==> src/rtl/br_update_queue.sv <==
// Branch-update queue: accepts up to two committed branches per cycle and drains one per
// cycle to the predictor update port. Define BR_UPD_BYPASS_EN for zero-latency idle bypass.
module br_update_queue #(
  parameter int unsigned DEPTH = 8,
  parameter int unsigned CNT_W = $clog2(DEPTH) + 1
) (
  input  logic             clk_i,
  input  logic             rst_ni,
  input  logic             commit0_valid_i,
  input  logic [31:0]      commit0_pc_i,
  input  logic             commit0_taken_i,
  input  logic             commit1_valid_i,
  input  logic [31:0]      commit1_pc_i,
  input  logic             commit1_taken_i,
  output logic             commit_ready_o,
  output logic             upd_valid_o,
  output logic [31:0]      upd_pc_o,
  output logic             upd_taken_o,
  input  logic             upd_ready_i,
  output logic [CNT_W-1:0] count_o,
  output logic             overflow_o
);

  localparam int unsigned PTR_W = $clog2(DEPTH);

  logic [PTR_W-1:0] rd_ptr_q, wr_ptr_q, wr_ptr_inc;
  logic [CNT_W-1:0] count_q, count_d, free_c;
  logic             overflow_q;
  logic [32:0]      mem_q [DEPTH];
  logic             head_valid, deq, commit_any;
  logic             keep0, keep1, wr0_en, wr1_en;
  logic [32:0]      wr0_data, wr1_data;
  logic [1:0]       enq_n;

  // Ready is derived from registered occupancy only; held low while reset is asserted.
  assign free_c         = CNT_W'(DEPTH) - count_q;
  assign commit_ready_o = rst_ni & (free_c >= CNT_W'(2));
  assign head_valid     = (count_q != '0);
  assign deq            = head_valid & upd_ready_i;
  assign commit_any     = commit0_valid_i | commit1_valid_i;

`ifdef BR_UPD_BYPASS_EN
  logic        byp, byp0, byp1;
  logic [32:0] byp_data;

  // On an idle queue the oldest valid commit goes straight to the predictor and is not stored.
  assign byp      = ~head_valid & commit_ready_o & upd_ready_i & commit_any;
  assign byp0     = byp & commit0_valid_i;
  assign byp1     = byp & ~commit0_valid_i;
  assign byp_data = commit0_valid_i ? {commit0_taken_i, commit0_pc_i}
                                    : {commit1_taken_i, commit1_pc_i};
  assign keep0    = commit_ready_o & commit0_valid_i & ~byp0;
  assign keep1    = commit_ready_o & commit1_valid_i & ~byp1;
  assign upd_valid_o = head_valid | byp;

  always_comb begin
    {upd_taken_o, upd_pc_o} = '0;
    if (head_valid)
      {upd_taken_o, upd_pc_o} = mem_q[rd_ptr_q];
    else if (byp)
      {upd_taken_o, upd_pc_o} = byp_data;
  end
`else
  assign keep0       = commit_ready_o & commit0_valid_i;
  assign keep1       = commit_ready_o & commit1_valid_i;
  assign upd_valid_o = head_valid;
  assign {upd_taken_o, upd_pc_o} = head_valid ? mem_q[rd_ptr_q] : '0;
`endif

  // Compact the surviving commits so program order lands in consecutive slots.
  assign wr0_en     = keep0 | keep1;
  assign wr0_data   = keep0 ? {commit0_taken_i, commit0_pc_i} : {commit1_taken_i, commit1_pc_i};
  assign wr1_en     = keep0 & keep1;
  assign wr1_data   = {commit1_taken_i, commit1_pc_i};
  assign enq_n      = {1'b0, keep0} + {1'b0, keep1};
  assign wr_ptr_inc = wr_ptr_q + PTR_W'(1);
  assign count_d    = count_q + CNT_W'(enq_n) - CNT_W'(deq);

  always_ff @(posedge clk_i) begin
    if (wr0_en) mem_q[wr_ptr_q]   <= wr0_data;
    if (wr1_en) mem_q[wr_ptr_inc] <= wr1_data;
  end

  always_ff @(posedge clk_i or negedge rst_ni) begin
    if (!rst_ni) begin
      rd_ptr_q   <= '0;
      wr_ptr_q   <= '0;
      count_q    <= '0;
      overflow_q <= 1'b0;
    end else begin
      rd_ptr_q   <= rd_ptr_q + PTR_W'(deq);
      wr_ptr_q   <= wr_ptr_q + PTR_W'(enq_n);
      count_q    <= count_d;
      overflow_q <= overflow_q | (commit_any & ~commit_ready_o);
    end
  end

  assign count_o    = count_q;
  assign overflow_o = overflow_q;

endmodule
==> config.mk <==
export PLATFORM = sky130hd
export DESIGN_NAME = br_update_queue
export DESIGN_NICKNAME = d
export VERILOG_FILES = /design/src/rtl/br_update_queue.sv
export SDC_FILE = /design/constraint.sdc
export NUM_CORES = 1
export LEC_CHECK = 0
export CORE_ASPECT_RATIO = 0.8
export CORE_MARGIN = 2
export CORE_UTILIZATION = 45
export CTS_CLUSTER_DIAMETER = 80
export DETAILED_ROUTE_END_ITERATION = 8
export MAX_ROUTING_LAYER = met4
export PLACE_DENSITY = 0.7
export SYNTH_ARGS = -nofsm -noshare
export SYNTH_HDL_FRONTEND = slang
export SYNTH_SLANG_ARGS = --single-unit
==> constraint.sdc <==
create_clock -name clk_i -period 10.9 [get_ports clk_i]
set_input_delay 3.27 -clock clk_i [delete_from_list [all_inputs] [get_ports clk_i]]
set_output_delay 3.27 -clock clk_i [all_outputs]
set_load 0.02 [all_outputs]
==> run metrics, run 1 <==
core box area 31,300 um^2; CTS tree built; area grow syn2layout 16.7%; port bufs 110; final std cells w/o fill 1,349; highest routed layer met4; Final Max Slew Viols 0; CP most frequent cell clkdlybuf4s50_1; count of cell types in the netlist 32; worst hold path class reg2reg; sequential area share after synthesis 57.8%; Inst Count DP 1,295; Final ANT Viol Nets 0; worst-path fanout max 14; Final Hold Fails 0; dpl cell area 15,600 um^2; Max-cap violations 0; Max Clock Skew 14.8 ps; Setup Viol. Count Final 0; syn nets 889; pin count of the biggest net entering global routing 68; fillers 2,525; Mapped Area 14,200 um^2; Post-synth EDFFs 264; Layout Nets 993; RD Place Congestion 0.748; postcts setup bufs 0; wire length on met2 16,400 um; full die area 33,000 um^2; CTS clock-pin slew for the worst setup and hold paths 60 ps; CTS resizes 0; clock root buffer clkbuf_16; die height 163 um; minimum clock period 8250 ps; P_leak 0.00567 uW; Worst IR Drop VDD 0.000130 V; final cycle utilization of the critical path 75.7%; Synth Area per Inst 17.7 um^2; CP delay by family, top buffers and inverters; # DRC 0; worst path required time 7630 ps; vias per cell 5.71; Seq cells post-synth 275; DR iter-0 viols 554; antenna violations before repair 0; placed wire-length estimate 17,800 um; Post-synth top flop edfxtp_1; Slew HR 23.4%; clk buf depth 3; Rows 58; Synth Instances 802; TNS Setup 0 ps; clk sinks 275; DIE WIDTH 203 um; CTS HTree Levels 1; WL final 33,800 um; Initial Util 45.4%; Final Cell Area 16,600 um^2; Congestion Overflow GR 0; slowest cell on the critical path clkdlybuf4s50_1; crit end category output port; status finished clean; vias in the first global route 8,041; cts hold-fix bufs 0; WS Path Type in2out; vias 7,707; Clk Latency, worst-skew pair 550 ps; Tot GR Track Use 21.3%; Slew @ Worst Pin 1150 ps; I/O pins 111; CP Cell Sequence clkdlybuf4s50_1 -> and2_1 -> clkdlybuf4s50_1; Power Density 254 nW/um^2; per-cell routed wire length 25.1 um; Warnings, synthesis 0; ys async rst share 4.00%; first-pass GRT wire length 51,000 um; TritonCTS Buffers 29; Peak Freq 121 MHz; layout cells sized above 1 43.6%; RSZ-0062 raised after global routing false; Crit path buffers/inverters 2; Max stage delay on crit path 860 ps; CP arrival 4980 ps; metal3 WL 1750 um; number of diodes 0; first-pass iteration count of the detailed router 4; Worst Setup Start Kind primary input; M1 WL 15,300 um
[cells in the final DEF, fill, tap and decap left out, drive strengths merged, types with 14 or more instances in the layout]
cell / n
edfxtp: 264
ha: 14
inv: 15
clkinv: 14
mux4: 66
nor2: 38
clkdlybuf4s50: 110
clkbuf: 34
mux2i: 33
mux2: 264
[metal layers]
layer	vias up	global-route usage [%]
li1	3418	-
met5	-	-
met4	0	2.99
met2	194	34.7
met3	38	3.08
met1	4057	29.4
[per-stage QoR]
step,hold WS [ps],setup slack [ps],total power [uW],util (%)
after floorplan,505,3690,2670,-
after global placement,488,2580,3270,50.0
after detailed placement,476,2560,3290,50.0
after CTS,494,2560,4260,53.0
after global routing,513,2450,4410,53.0
final,485,2650,4210,53.0
[worst reg2reg max path, cell delays in order (launching register included)]
cell	delay, ps
dfrtp_1	430
inv_1	100
ha_1	230
xor2_1	170
a31oi_2	930
inv_1	120
ha_1	230
or2_2	410
o31ai_4	660
buf_4	550
[cell type report]
class	instances	area (um^2)	share of cell area, %
clock inverters	20	175	1.06
multi-input cells	465	5670	34.2
well taps	420	526	3.17
flip-flops and latches	275	8210	49.6
repair buffers	122	1190	7.19
clock buffers	34	744	4.49
inverters	13	48.8	0.295
[where the power goes]
group / internal, uW / switching, uW
registers: 1400 / 91.8
clock network: 558 / 405
logic: 827 / 926
total: 2790 / 1420
[flip-flops by register name, summed over array words and instances, names as in the netlist]
signal      flops
mem_q         264
count_o         4
overflow_o      1
wr_ptr_q        3
rd_ptr_q        3
[kinds of logic (layout without fill, tap and decap cells)]
| kind of cell | count (synthesis) | after routing | share of synthesized area (%) |
|---|---|---|---|
| buffers and inverters | 62 | 189 | 3.01 |
| xor gates and xnor gates | 8 | 8 | 0.494 |
| AOI/OAI and AO/OA | 12 | 12 | 0.502 |
| and+or+nand+nor | 66 | 66 | 2.43 |
| adders and majority gates | 16 | 16 | 1.52 |
| muxes | 363 | 363 | 34.3 |
| DFF | 275 | 275 | 57.8 |
[synthesized netlist by cell type (4+ instances only)]
master	number	share of area [%]
nand2_1	4	0.11
buf_6	25	2.0
dfrtp_1	11	1.9
xor2_1	6	0.37
mux2_2	243	19
nor2_1	38	1.0
o21ai_0	6	0.21
inv_1	13	0.34
edfxtp_1	264	56
mux2_4	20	2.1
buf_2	6	0.21
nand3_1	5	0.18
ha_1	14	1.2
buf_1	6	0.16
nand2_4	8	0.63
mux4_2	66	10
mux2i_1	33	2.3
clkbuf_1	12	0.32
[path summary, 6_finish.rpt]
| check | from | end | slack, ps | cells past startpoint |
|---|---|---|---|---|
| hold / removal | overflow_o | overflow_o | 480 | 1 |
| hold reg to reg | overflow_o | overflow_o | 480 | 1 |
| max in group asynchronous | rst_ni | rd_ptr_q[0] | 7330 | 1 |
| setup / recovery | rst_ni | commit_ready_o | 2650 | 3 |
| setup reg to reg | count_o[0] | mem_q[0][27] | 6700 | 9 |
| min in group asynchronous | rst_ni | wr_ptr_q[1] | 3120 | 1 |
(Power assumes the default switching activity.)
==> inputs of run 2 (changes only) <==
PLACE_DENSITY = 0.73   (was 0.7)
clock period = 6.7 ns   (was 10.9 ns; I/O delays follow)
==> run 2 against run 1 <==
- worst hold slack worse by 1.3 ps
- largest cell class unchanged
- non-clock buffer count up 5
- first-iteration DRC count up 0.18%
==> run metrics, run 2 (synthesized netlist as in run 1, its figures left out) <==
Final Hold Fails 0 (unchanged); area grow syn2layout 17.0%; Rows 58 (unchanged); per-cell routed wire length 24.8 um (-1.2%); met3 usage 3.50% (+0.42 points); Peak Freq 180 MHz; max FFs per register 264 (unchanged); RD Place Congestion 0.777 (+3.9%); status finished clean; worst hold path class reg2reg; total power 6850 uW (+63%); TNS Setup 0 ps (unchanged); Initial Util 45.4% (unchanged); placed wire-length estimate 19,100 um (+6.8%); pin count of the biggest net entering global routing 43 (-37%); Setup Viol. Count Final 0 (unchanged); Inst Count DP 1,300 (+0.39%); Final Util 53.1% (+0.17 points); antenna violations before repair 3 (+3); crit end category output port; WS Path Type in2out; vias 7,715 (+0.10%); crit path from rst_ni; most frequent cells in the layout 264 x edfxtp_1, 243 x mux2_2, 110 x clkdlybuf4s50_1; CTS resizes 0 (unchanged); WL final 33,600 um (-0.73%); Power Density 412 nW/um^2 (+62%); min-delay src overflow_o; final std cells w/o fill 1,355 (+0.44%); dpl ws 1130 ps (-1430 ps); busiest grt layer met2; minimum clock period 5540 ps; DR iter-0 viols 555 (+0.18%); die height 163 um (unchanged); vias per cell 5.69 (-0.34%); DIE WIDTH 203 um (unchanged); M2 GR Usage 33.5% (-1.2 points); CTS clock-pin slew for the worst setup and hold paths 60 ps (about the same); layout cells sized above 1 44.1% (+0.50 points); Slew @ Worst Pin 1090 ps (-59.6 ps); P_leak 0.00569 uW (+0.43%); final cycle utilization of the critical path 82.7%; Max-cap violations 0 (unchanged); Congestion Overflow GR 0 (unchanged); first-pass iteration count of the detailed router 5 (+1); Hold Crit Endpoint overflow_o; setup ws final 1160 ps (-1490 ps); CTS HTree Levels 1 (unchanged); RSZ-0062 raised after global routing false; worst-path fanout max 8 (-6); RR Startpoint count_o[0]; Max stage delay on crit path 700 ps (-160 ps); reg2reg path depth 10 (+1); Layout Nets 997 (+0.40%); CTS tree built; Max Clock Skew 18.9 ps (+4.11 ps); worst path required time 4690 ps (-2940 ps); core box area 31,300 um^2 (unchanged); full die area 33,000 um^2 (unchanged); Worst IR Drop VDD 0.000261 V (+100%); vias in the first global route 8,108 (+0.83%); CP Cell Sequence clkdlybuf4s50_1 -> and2_1 -> clkdlybuf4s50_1; cts hold-fix bufs 0 (unchanged); met1 GRT Util 30.1% (+0.65 points); hold path cells 1 (unchanged); CP arrival 3530 ps (-1450 ps); clock root buffer clkbuf_16; Worst Setup Start Kind primary input; most common cell after layout, fill and taps aside edfxtp_1; port bufs 110 (unchanged); clk sinks 275 (unchanged); I/O pins 111 (unchanged); first-pass GRT wire length 51,100 um (+0.27%); Clk Latency, worst-skew pair 550 ps (about the same); CP most frequent cell clkdlybuf4s50_1; Final ANT Viol Nets 0 (unchanged); Slew HR 27.6% (+4.2 points); most flop-heavy register mem_q; TritonCTS Buffers 28 (-3.4%); Final Max Slew Viols 0 (unchanged); postcts setup bufs 0 (unchanged); slowest cell on the critical path clkdlybuf4s50_1; clk buf depth 3 (unchanged); terminus of the critical flop-to-flop path mem_q[3][5]; Tot GR Track Use 21.3% (+0.025 points); # DRC 0 (unchanged); R2R setup slack 3050 ps (-3650 ps)
run 2: changes by cell type in the layout (fill, tap and decap cells not counted):
cell / previous run / this run
clkinv_1: 8 / 5
diode_2: 0 / 3
buf_4: 12 / 16
clkbuf_16: 29 / 28
clkinvlp_4: 1 / 2
clkinv_8: 0 / 1
inv_8: 0 / 1
buf_12: 0 / 1
clkbuf_8: 0 / 1
inv_6: 2 / 0
run 2: how the worst max path moves through the flow:
stage | to | slack (ps) | cells past startpoint
global placement | commit_ready_o | 1140 | 3
finish | commit_ready_o | 1160 | 3
floorplan | mem_q[0][0] | 750 | 7
detailed placement | commit_ready_o | 1130 | 3
CTS | commit_ready_o | 1130 | 3
global route | commit_ready_o | 1050 | 3
run 2: cell type report:
cell class	count	area, um^2
timing repair buffer	127	1240
tap	420	526
antenna	3	7.51
clock inverter	18	181
inverter	13	48.8
fill	2510	14700
clock buffer	34	733
multi-input combinational	465	5670
sequential	275	8210
run 2: power by group:
part	total (uW)	switching (uW)	internal, uW
Sequential	2520	244	2280
Combinational	2770	1420	1360
Clock	1550	656	898
Total	6850	2320	4530
run 2: layer usage:
metal	vias to the layer above	part of all wire, %
met5	-	0
met4	0	1.2
met3	39	5.6
met2	219	47
met1	4029	47
li1	3428	-
run 2: stage by stage:
step / cell area, um^2 / hold slack (ps)
6_report: 16600 / 484
5_1_grt: 16600 / 526
4_1_cts: 16600 / 482
3_5_place_dp: 15700 / 464
3_3_place_gp: 15700 / 470
2_1_floorplan: 14200 / 505
run 2: critical path: cells and delay by family:
family	cells	cell delay [ps]
simple gates	1	220
buf+inv	2	1300
==> inputs of run 3 (changes only) <==
clock period = 4.68 ns   (was 6.7 ns; I/O delays follow)
==> run 3 against run 2 <==
- count of clock-buffer cells in the layout shrank 1
- global-route usage grew 0.14 points
- largest power group unchanged
- sequential power grew 39%
==> run metrics, run 3 (synthesized netlist as in run 1, its figures left out) <==
min-delay src overflow_o; first-pass iteration count of the detailed router 5 (unchanged); Hold Crit Endpoint overflow_o; Sw Ratio 33.3% (-0.55 points); Int Pwr 6730 uW (+49%); CTS clock-pin slew for the worst setup and hold paths 60 ps (about the same); most common cell after layout, fill and taps aside edfxtp_1; TNS Setup 0 ps (unchanged); vias per cell 5.72 (+0.46%); Initial Util 45.4% (unchanged); placed wire-length estimate 20,600 um (+8.1%); Slew HR 43.8% (+16 points); port bufs 110 (unchanged); full die area 33,000 um^2 (unchanged); CTS tree built; Register Area 8210 um^2 (unchanged); reg2reg path depth 11 (+1); clock root buffer clkbuf_16; pin count of the biggest net entering global routing 35 (-19%); worst-path fanout max 16 (+8); # DRC 0 (unchanged); Comb power frac 42.2% (+1.7 points); layout cells sized above 1 45.5% (+1.4 points); Max stage delay on crit path 550 ps (-150 ps); most frequent cells in the layout 264 x edfxtp_1, 243 x mux2_2, 110 x clkdlybuf4s50_1; first-pass GRT wire length 51,900 um (+1.4%); Max Clock Skew 15.3 ps (-3.61 ps); R2R setup slack 1420 ps (-1630 ps); Rows 58 (unchanged); Worst Setup Start Kind flop; crit end category output port; postcts setup bufs 0 (unchanged); per-cell routed wire length 24.5 um (-1.2%); RSZ-0062 raised after global routing false; Max-cap violations 0 (unchanged); total power 10,100 uW (+47%); die height 163 um (unchanged); clk sinks 275 (unchanged); RR Startpoint count_o[1]; Peak Freq 228 MHz; CTS HTree Levels 1 (unchanged); Layout Nets 1,023 (+2.6%); Congestion Overflow GR 0 (unchanged); P_leak 0.00590 uW (+3.6%); CP arrival 2980 ps (-550 ps); Power Density 593 nW/um^2 (+44%); area grow syn2layout 19.8%; Multi-input gate area 5670 um^2 (unchanged); Sw Pwr 3360 uW (+45%); worst hold path class reg2reg; status finished clean; DR iter-0 viols 663 (+19%); TritonCTS Buffers 29 (+3.6%); antenna violations before repair 4 (+1); fillers 2,496 (-0.56%); cts hold-fix bufs 0 (unchanged); DIE WIDTH 203 um (unchanged); WL final 33,800 um (+0.48%); worst path required time 3280 ps (-1410 ps); vias in the first global route 8,264 (+1.9%); terminus of the critical flop-to-flop path count_o[2]; Clock power frac 23.2% (+0.5 points); slowest cell on the critical path dfrtp_4; most flop-heavy register mem_q; Final ANT Viol Nets 0 (unchanged); core box area 31,300 um^2 (unchanged); RD Place Congestion 0.761 (-2.1%); Final Max Slew Viols 0 (unchanged); Final Hold Fails 0 (unchanged); final cycle utilization of the critical path 93.6%; vias 7,882 (+2.2%); hold path cells 1 (unchanged); Worst IR Drop VDD 0.000381 V (+46%); clk buf depth 3 (unchanged); minimum clock period 4380 ps; Clk Latency, worst-skew pair 560 ps (about the same); Tot GR Track Use 21.5% (+0.14 points); Slew @ Worst Pin 844 ps (-242 ps); WS Path Type reg2out; CP Cell Sequence buf_4 -> mux4_2 -> mux2i_1 -> nor2_1 -> clkdlybuf4s50_1; CTS resizes 0 (unchanged); Setup Viol. Count Final 0 (unchanged); max FFs per register 264 (unchanged); I/O pins 111 (unchanged); Reg power frac 34.7% (-2.1 points)
[run 3: power by group through the flow]
| stage | Combinational [uW] | Sequential, uW | Clock [uW] |
|---|---|---|---|
| floorplan | 2770 | 3440 | 0 |
| CTS | 4300 | 3500 | 2380 |
| finish | 4250 | 3500 | 2340 |
| detailed placement | 4280 | 3550 | 0 |
| global route | 4530 | 3540 | 2470 |
| global placement | 4250 | 3530 | 0 |
[run 3: layer usage]
layer / global-route usage, % / share of wire [%] / vias to the layer above
met2: 32.8 / 46 / 250
met3: 3.90 / 5.9 / 45
li1: - / - / 3484
met5: - / 0 / -
met1: 30.6 / 46 / 4103
met4: 3.82 / 1.5 / 0
[run 3: how the worst max path moves through the flow]
stage,slack [ps],cells after the start,from,endpoint
2_1_floorplan,-540,7,commit0_valid_i,mem_q[5][0]
3_3_place_gp,530,10,rst_ni,mem_q[1][2]
3_5_place_dp,450,10,rst_ni,mem_q[1][10]
4_1_cts,270,5,rd_ptr_q[0],upd_pc_o[0]
5_1_grt,160,5,rd_ptr_q[0],upd_pc_o[0]
6_report,300,5,rd_ptr_q[0],upd_pc_o[3]
[run 3: metrics by stage]
stage | utilization (%) | area [um^2] | setup slack (ps) | instances | hold WS (ps)
3_3_place_gp | 51.3 | 16100 | 531 | 1325 | 476
4_1_cts | 54.4 | 17000 | 265 | 1374 | 491
6_report | 54.4 | 17000 | 299 | 1378 | 485
5_1_grt | 54.4 | 17000 | 165 | 1378 | 524
3_5_place_dp | 51.3 | 16100 | 454 | 1325 | 474
2_1_floorplan | - | 14200 | -540 | 802 | 505
[run 3: cell type report]
| type | count | share of cell area [%] |
|---|---|---|
| antenna | 4 | 0.0588 |
| tap | 420 | 3.09 |
| timing repair buffer | 152 | 9.43 |
| multi-input combinational | 465 | 33.3 |
| clock buffer | 33 | 4.35 |
| inverter | 13 | 0.287 |
| sequential | 275 | 48.3 |
| clock inverter | 16 | 1.21 |
[run 3: critical path, delay by kind of cell (launching register included)]
kind,cells,cell delay (ps)
DFF,1,550
and+or+nand+nor,1,70
muxes,2,890
buffers and inverters,2,930
